==> config.mk <==
export PLATFORM = sky130hd
export DESIGN_NAME = uart_cmd_rx
export DESIGN_NICKNAME = d
export VERILOG_FILES = /design/src/rtl/maze_comm_pkg.sv /design/src/rtl/uart_byte_rx.sv /design/src/rtl/uart_cmd_rx.sv
export SDC_FILE = /design/constraint.sdc
export NUM_CORES = 1
export LEC_CHECK = 0
export CAP_MARGIN = 20
export CORE_AREA = 3 3 83 85
export DETAILED_ROUTE_END_ITERATION = 8
export DIE_AREA = 0 0 86 88
export DONT_BUFFER_PORTS = 1
export PLACE_DENSITY = 0.57
export SLEW_MARGIN = 10
export SYNTH_ARGS = -nofsm -noshare
export SYNTH_HDL_FRONTEND = slang
export SYNTH_SLANG_ARGS = --single-unit
export TNS_END_PERCENT = 50
==> constraint.sdc <==
create_clock -name clk -period 2.8 [get_ports clk]
set_input_delay 0.28 -clock clk [delete_from_list [all_inputs] [get_ports clk]]
set_output_delay 0.28 -clock clk [all_outputs]
set_load 0.005 [all_outputs]
==> src/rtl/maze_comm_pkg.sv <==
// Shared definitions for the MazeRunner <-> CommMaster serial command link.
package maze_comm_pkg;

  localparam int BAUD_19200_50M = 2604;

  typedef enum logic [1:0] {IDLE, START, DATA, STOP} rx_state_t;
  typedef enum logic       {WAIT_HI, WAIT_LO}         asm_state_t;

endpackage

==> src/rtl/uart_byte_rx.sv <==
// 8N1 UART byte receiver: RX synchronizer, mid-bit sampling FSM, byte_rdy / frm_err pulses.
module uart_byte_rx
  import maze_comm_pkg::*;
#(
  parameter int BAUD_CYC = BAUD_19200_50M
) (
  input  logic       clk,
  input  logic       rst_n,
  input  logic       RX,
  output logic       byte_rdy,
  output logic [7:0] rx_byte,
  output logic       frm_err
);

  localparam int CW = $clog2(BAUD_CYC) + 1;
  // The expiry cycle itself counts as one clock, hence the -1 on both loads.
  localparam logic [CW-1:0] HALF_LD = CW'(BAUD_CYC / 2 - 1);
  localparam logic [CW-1:0] BIT_LD  = CW'(BAUD_CYC - 1);

  logic rx_ff1_q, rx_ff2_q, rx_prev_q;

  rx_state_t     state_q, state_d;
  logic [CW-1:0] cnt_q, cnt_d;
  logic [3:0]    bit_cnt_q, bit_cnt_d;
  logic [7:0]    shift_q, shift_d;
  logic          byte_rdy_q, byte_rdy_d;
  logic          frm_err_q, frm_err_d;
  logic          expired;

  always_ff @(posedge clk or negedge rst_n) begin
    if (!rst_n) begin
      rx_ff1_q  <= 1'b1;
      rx_ff2_q  <= 1'b1;
      rx_prev_q <= 1'b1;
    end else begin
      rx_ff1_q  <= RX;
      rx_ff2_q  <= rx_ff1_q;
      rx_prev_q <= rx_ff2_q;
    end
  end

  assign expired = (cnt_q == '0);

  always_comb begin
    state_d    = state_q;
    cnt_d      = cnt_q;
    bit_cnt_d  = bit_cnt_q;
    shift_d    = shift_q;
    byte_rdy_d = 1'b0;
    frm_err_d  = 1'b0;
    case (state_q)
      IDLE: begin
        if (rx_prev_q && !rx_ff2_q) begin
          state_d = START;
          cnt_d   = HALF_LD;
        end
      end
      START: begin
        if (!expired) cnt_d = cnt_q - 1'b1;
        else if (rx_ff2_q) state_d = IDLE;
        else begin
          state_d   = DATA;
          cnt_d     = BIT_LD;
          bit_cnt_d = 4'd0;
        end
      end
      DATA: begin
        if (!expired) cnt_d = cnt_q - 1'b1;
        else begin
          shift_d   = {rx_ff2_q, shift_q[7:1]};
          cnt_d     = BIT_LD;
          bit_cnt_d = bit_cnt_q + 4'd1;
          if (bit_cnt_q == 4'd7) state_d = STOP;
        end
      end
      STOP: begin
        if (!expired) cnt_d = cnt_q - 1'b1;
        else begin
          byte_rdy_d = rx_ff2_q;
          frm_err_d  = !rx_ff2_q;
          state_d    = IDLE;
        end
      end
      default: state_d = IDLE;
    endcase
  end

  always_ff @(posedge clk or negedge rst_n) begin
    if (!rst_n) begin
      state_q    <= IDLE;
      cnt_q      <= '0;
      bit_cnt_q  <= 4'd0;
      shift_q    <= 8'h00;
      byte_rdy_q <= 1'b0;
      frm_err_q  <= 1'b0;
    end else begin
      state_q    <= state_d;
      cnt_q      <= cnt_d;
      bit_cnt_q  <= bit_cnt_d;
      shift_q    <= shift_d;
      byte_rdy_q <= byte_rdy_d;
      frm_err_q  <= frm_err_d;
    end
  end

  assign byte_rdy = byte_rdy_q;
  assign rx_byte  = shift_q;
  assign frm_err  = frm_err_q;

endmodule

==> src/rtl/uart_cmd_rx.sv <==
// Two-byte (high first) command word assembler on top of uart_byte_rx.
// Define CMD_TIMEOUT_EN to drop a half-received word after TMO_CYC idle clocks.
module uart_cmd_rx
  import maze_comm_pkg::*;
#(
  parameter int BAUD_CYC = BAUD_19200_50M,
  parameter int TMO_CYC  = 131072
) (
  input  logic        clk,
  input  logic        rst_n,
  input  logic        RX,
  input  logic        clr_cmd_rdy,
  output logic [15:0] cmd,
  output logic        cmd_rdy,
  output logic        frm_err
);

  logic       byte_rdy;
  logic [7:0] rx_byte;
  logic       tmo_fire;

  asm_state_t  asm_q, asm_d;
  logic [7:0]  cmd_hi_q, cmd_hi_d;
  logic [15:0] cmd_q, cmd_d;
  logic        cmd_rdy_q, cmd_rdy_d;

  uart_byte_rx #(.BAUD_CYC(BAUD_CYC)) u_byte_rx (
    .clk      (clk),
    .rst_n    (rst_n),
    .RX       (RX),
    .byte_rdy (byte_rdy),
    .rx_byte  (rx_byte),
    .frm_err  (frm_err)
  );

`ifdef CMD_TIMEOUT_EN
  localparam int TW = $clog2(TMO_CYC + 1);

  logic [TW-1:0] tmo_cnt_q, tmo_cnt_d;

  assign tmo_fire = (asm_q == WAIT_LO) && (tmo_cnt_q == TW'(TMO_CYC - 1));

  // Counter restarts whenever WAIT_LO is (re)entered.
  always_comb begin
    tmo_cnt_d = '0;
    if (asm_q == WAIT_LO && asm_d == WAIT_LO) tmo_cnt_d = tmo_cnt_q + 1'b1;
  end

  always_ff @(posedge clk or negedge rst_n) begin
    if (!rst_n) tmo_cnt_q <= '0;
    else        tmo_cnt_q <= tmo_cnt_d;
  end
`else
  assign tmo_fire = 1'b0;
  // TMO_CYC has no effect in this build.
  if (TMO_CYC < 0) begin : g_tmo_unused
  end
`endif

  always_comb begin
    asm_d     = asm_q;
    cmd_hi_d  = cmd_hi_q;
    cmd_d     = cmd_q;
    cmd_rdy_d = cmd_rdy_q;
    if (clr_cmd_rdy) cmd_rdy_d = 1'b0;
    if (frm_err) asm_d = WAIT_HI;
    else if (byte_rdy) begin
      case (asm_q)
        WAIT_HI: begin
          cmd_hi_d  = rx_byte;
          cmd_rdy_d = 1'b0;
          asm_d     = WAIT_LO;
        end
        WAIT_LO: begin
          cmd_d     = {cmd_hi_q, rx_byte};
          cmd_rdy_d = 1'b1;
          asm_d     = WAIT_HI;
        end
        default: asm_d = WAIT_HI;
      endcase
    end else if (tmo_fire) asm_d = WAIT_HI;
  end

  always_ff @(posedge clk or negedge rst_n) begin
    if (!rst_n) begin
      asm_q     <= WAIT_HI;
      cmd_hi_q  <= 8'h00;
      cmd_q     <= 16'h0000;
      cmd_rdy_q <= 1'b0;
    end else begin
      asm_q     <= asm_d;
      cmd_hi_q  <= cmd_hi_d;
      cmd_q     <= cmd_d;
      cmd_rdy_q <= cmd_rdy_d;
    end
  end

  assign cmd     = cmd_q;
  assign cmd_rdy = cmd_rdy_q;

endmodule

Word level (Yosys, flattened, before mapping). Cells that the tools add are included.

Register bits: 58. Bits in latches: 0. Memories: 0. Bits of input ports: 4. Word-level logic and storage cells: 69. ROM bits: 0. Output and inout bits: 18. Bits in writable memories: 0.

Shifts and indexed selects: 0. Divide/modulo/power cells: 0. Multiply operators: 0. Bitwise operators: 2. Eq/ne operators: 12. Reduce and logical (&&, ||, !) cells: 12. Order comparisons: 0. Muxes and demuxes: 28. Add/sub/neg operators: 2.

Operators by type and width (count): 2-to-1 mux 13 bit (5); case mux 13 bit (4 select lines) (1); logical NOT 13 bit (1); subtractor 13 x 1 -> 13 bit (second input constant) (1); 2-to-1 mux 2 bit (6); 2-to-1 mux 4 bit (3); != test 2 x 1 -> 1 bit (second input constant) (5); 2-to-1 mux 1 bit (9); AND reduction 3 bit (3); case mux 2 bit (4 select lines) (1); case mux 4 bit (2 select lines) (1); AND reduction 5 bit (1); adder 4 x 1 -> 4 bit (second input constant) (1); equality test 2 bit (second input constant) (2); equality test 4 x 3 -> 1 bit (second input constant) (1); != test 2 bit (second input constant) (2); case mux 1 bit (2 select lines) (2); AND reduction 4 bit (1); nonzero test 2 bit (2); != test 3 bit (second input constant) (1); equality test 2 x 1 -> 1 bit (second input constant) (1); logical NOT 2 bit (1); NOT 1 bit (2); AND reduction 2 bit (1); 2 further kinds (2).

Longest topological paths before layout.
Word-level depth: 4. Depth in mapped cells: 7. Gate-level depth less buffers: 6.

Modules after synthesis. From an unflattened synthesis, not the netlist that was laid out.

Cells, all modules: 250. Area total of the unflattened synthesis: 2890.3 um^2.

By module, submodules not included: uart_byte_rx (area an instance 1889.3 um^2, instances 1, cells an instance 192, seq. area each 804.5 um^2); uart_cmd_rx (area an instance 1001.0 um^2, instances 1, cells an instance 58, seq. area each 650.6 um^2).

Worst setup path after synthesis. Ideal clock, no wire load.

Path kind: reg2reg. Start: reg u_byte_rx.cnt_q[0]. End: reg u_byte_rx.cnt_q[6]. Buffers on the path: 1. Setup slack: 848 ps. Arrival time: 1828 ps. Stages on the path, launching flop included: 8. Path through: dfrtp_1 -> inv_1 -> ha_1 -> nor4b_4 -> and4_2 -> buf_6 -> nor4_1 -> a211o_1.

Word-level cells in the longest chain between the ends: 3. Elaborated cells on any way between the ends: 9.

Ends and longest elaborated chain: start, declared (RTL line uart_byte_rx.sv:23) `logic [CW-1:0] cnt_q, cnt_d;`; start signal, assigned (RTL line uart_byte_rx.sv:98) `cnt_q <= cnt_d;`; subtractor 13 x 1 -> 13 bit / logical NOT 13 bit (equally long branches); 2-to-1 mux 13 bit, or another cell as far along (RTL line uart_byte_rx.sv:77) `if (!expired) cnt_d = cnt_q - 1'b1;`; case mux 13 bit (4 select lines) / AND reduction 3 bit (equally long branches).

Several ways; a longest one is shown, not always the timed one. The select of a mux whose other input is x is not followed. A chain may end at the register's enable or synchronous reset.

Worst setup path in the final report.
Start: reg u_byte_rx.cnt_q[0]. End: reg u_byte_rx.cnt_q[0].

Same word-level chain as after synthesis.

==> results.py <==
metrics = {
    "grt": {
        "track_usage_pct": 16.4,
        "grt_max_degree": 59,
        "antenna_found_initial": 0,
        "grt_pass1_wl_mm": 9.67,
        "overflow": 0,
        "grt_pass1_vias": 1979,
    },
    "setup_path": {
        "cp_data_arrival_time_ns": 2.62,
        "cp-start-kind": "flop",
        "cp_num_buf_inv": 1,
        "reg2regPathDepth": 6,
        "cp_cell_sequence": "inv_1 -> ha_1 -> nor4b_4 -> nand4_2 -> o21ai_0 -> a22oi_1",
        "crit_family": "simple AND/OR/NAND/NOR gates",
        "critPathKind": "reg -> reg",
        "endpoint_kind": "flop",
        "critPathMaxStageDelay_ns": 0.54,
        "r2r_setup_slack_ns": 0.37,
        "critPathMaxFanout": 12,
        "cp.depth": 6,
        "cpMaxStageDelayCell": "o21ai_0",
        "worstPathRequired_ns": 2.99,
    },
    "drt": {
        "vias_per_cell": 5.80,
        "dr.pass1.iters": 4,
        "drcViolationCount": 0,
        "finalWirelength_mm": 5.51,
        "first_iter_violations": 72,
        "wire_per_inst_um": 16.6,
        "ant_nets": 0,
        "vias": 1926,
    },
    "die": {
        "core_area_um2": 6280,
        "num_rows": 29,
        "dieHeight_um": 88,
        "die-area_um2": 7570,
        "initial_utilization_pct": 44.6,
        "die_x_um": 86,
        "pin_count": 22,
    },
    "sta": {
        "tightest_slew_ns": 0.818,
        "hold_viol": 0,
        "slew_headroom_pct": 44.9,
        "grt_setup_unrepaired": "no",
        "skew_ns": 0.00716,
        "slew_viol_final": 0,
        "finalCritPeriodShare_pct": 86.8,
        "max_freq_mhz": 412,
        "min_period_ns": 2.43,
        "finalSetupViolCount": 0,
        "tns_ns": 0,
    },
    "cts": {
        "cts_resized": 0,
        "h-tree-depth": 3,
        "worst_skew_pair.late_latency_ns": 0.33,
        "cts_sinks": 58,
        "cts_max_path_buffers": 2,
        "root_buffer": "clkbuf_8",
        "cts_hold_buf": 3,
        "clk_pin_slew_worst_paths_ns": 0.07,
        "cts_tree": "built",
        "post-cts-setup-buffers": 0,
        "cts_made_buffers": 9,
    },
    "power": {
        "p_per_area_nw_per_um2": 998,
        "p_leak_nw": 1.47,
        "ir_drop_v": 0.000482,
        "power.total_w": 0.00312,
    },
    "yosys": {
        "yosys.area.top_type": "dfrtp_1",
        "synth_top_area_share_pct": 49.2,
        "yosys_warnings": 0,
        "ys_seq_elements": 58,
        "synthesis.area_um2": 2800,
        "yosys-top-cells-area": "dfrtp_1, mux2_2, dfstp_2",
        "synth_cell_types": 54,
        "synth_edf_count": 0,
        "seq_area_frac_synth_pct": 52.0,
        "avgSynthCellArea_um2": 11.5,
        "ys.flop_type": "dfrtp_1",
        "synth_nets": 253,
        "syn_inst": 243,
        "synthArstFlopShare_pct": 100,
    },
    "finish": {
        "antenna_cells": 0,
        "final_util_pct": 49.8,
        "final_cell_mix": "dfrtp_1, mux2_2, nand2_1",
        "fin_nets": 260,
        "design_area_um2": 3130,
        "layout_commonest_cell": "dfrtp_1",
        "drive_gt1_share_pct": 24.7,
        "synthToLayoutAreaGrowth_pct": 11.7,
    },
    "placed_design": {
        "io_buffers": 0,
        "place_congestion": 0.816,
        "dpl.hpwl_mm": 3.71,
        "dpl-instance-area_um2": 2860,
    },
    "run": {
        "cap_violations": 0,
    },
    "hold_path": {
        "worstHoldPathType": "in -> reg",
        "holdPathStages": 2,
    },
    "outcome": {
        "status": "completed",
    },
}
## per-stage QoR
stage               cells  hold slack (ns)  setup WS, ns
floorplan             243          -0.0156         0.848
global placement      313          -0.0144         0.489
detailed placement    313          -0.0142         0.451
CTS                   332            0.115         0.446
global route          332            0.128         0.128
finish                332            0.125         0.371
## per-layer routing
layer | GRT usage, % | routed length [µm] | up-vias
li1 | - | - | 913
met1 | 21.1 | 2440 | 963
met2 | 25.5 | 2760 | 42
met3 | 5.36 | 237 | 8
met4 | 7.05 | 79 | 0
met5 | 0 | 0 | -
## final cells by class
cell class | instances | area (µm²)
sequential | 58 | 1460
inverter | 12 | 45.0
timing repair buffer | 5 | 62.6
fill | 587 | 3150
clock inverter | 5 | 77.6
clock buffer | 11 | 141
tap | 77 | 96.3
multi-input combinational | 164 | 1250
## logic make-up (layout without fill, tap and decap cells)
group	Yosys count	in the layout	synth area share, %
compound gates	54	54	14.4
xor+xnor	1	1	0.313
fa+ha+maj	6	6	2.68
buf+inv	21	33	3.40
flops	58	58	52.0
mux	32	32	12.9
simple gates	71	71	14.3
## final timing paths
check	from	end
max	u_byte_rx.cnt_q[0]	u_byte_rx.cnt_q[0]
min	clr_cmd_rdy	cmd_rdy
max reg2reg	u_byte_rx.cnt_q[0]	u_byte_rx.cnt_q[0]
min reg2reg	u_byte_rx.rx_ff1_q	u_byte_rx.rx_ff2_q
max in group asynchronous	rst_n	u_byte_rx.rx_ff2_q
min in group asynchronous	rst_n	cmd_hi_q[2]
## sequential cells by signal (all words and copies together), names as in the netlist, named ones only
register,cells
cmd,16
u_byte_rx.cnt_q,13
cmd_hi_q,8
u_byte_rx.rx_byte,8
u_byte_rx.bit_cnt_q,4
asm_q,1
cmd_rdy,1
u_byte_rx.byte_rdy,1
u_byte_rx.frm_err,1
u_byte_rx.rx_ff1_q,1
u_byte_rx.rx_ff2_q,1
u_byte_rx.rx_prev_q,1
u_byte_rx.state_q,1
## cell usage after synthesis, types with 2 or more instances
| cell type | count |
|---|---|
| o211ai_1 | 5 |
| a211o_1 | 2 |
| dfstp_2 | 3 |
| a221oi_1 | 3 |
| inv_1 | 12 |
| a22oi_1 | 2 |
| nand3_1 | 8 |
| o221ai_1 | 4 |
| clkbuf_1 | 6 |
| nand2_1 | 17 |
| and2_1 | 2 |
| a22o_1 | 2 |
| a211oi_1 | 4 |
| mux2_2 | 32 |
| nand4_1 | 3 |
| a21o_1 | 3 |
| nor2b_1 | 3 |
| o21ai_0 | 9 |
| nand2b_1 | 4 |
| ha_1 | 6 |
| dfrtp_1 | 55 |
| nor3_1 | 7 |
| a21oi_1 | 5 |
| nand3b_1 | 2 |
| and3_2 | 2 |
| o21a_1 | 2 |
| buf_6 | 2 |
| a41oi_1 | 2 |
| nor2_1 | 11 |
## worst reg2reg max path: stages, from the launching register on
cell and delay (ns):
dfrtp_1 0.40, inv_1 0.10, ha_1 0.25, nor4b_4 0.47
nand4_2 0.37, o21ai_0 0.54, a22oi_1 0.16
## where the power goes
part	total, W	switching (W)	internal [W]
sequential	0.00107	0.000124	0.000950
combinational	0.00120	0.000748	0.000455
clock	0.000843	0.000320	0.000522
No activity file was read; power rests on OpenSTA's default activity.
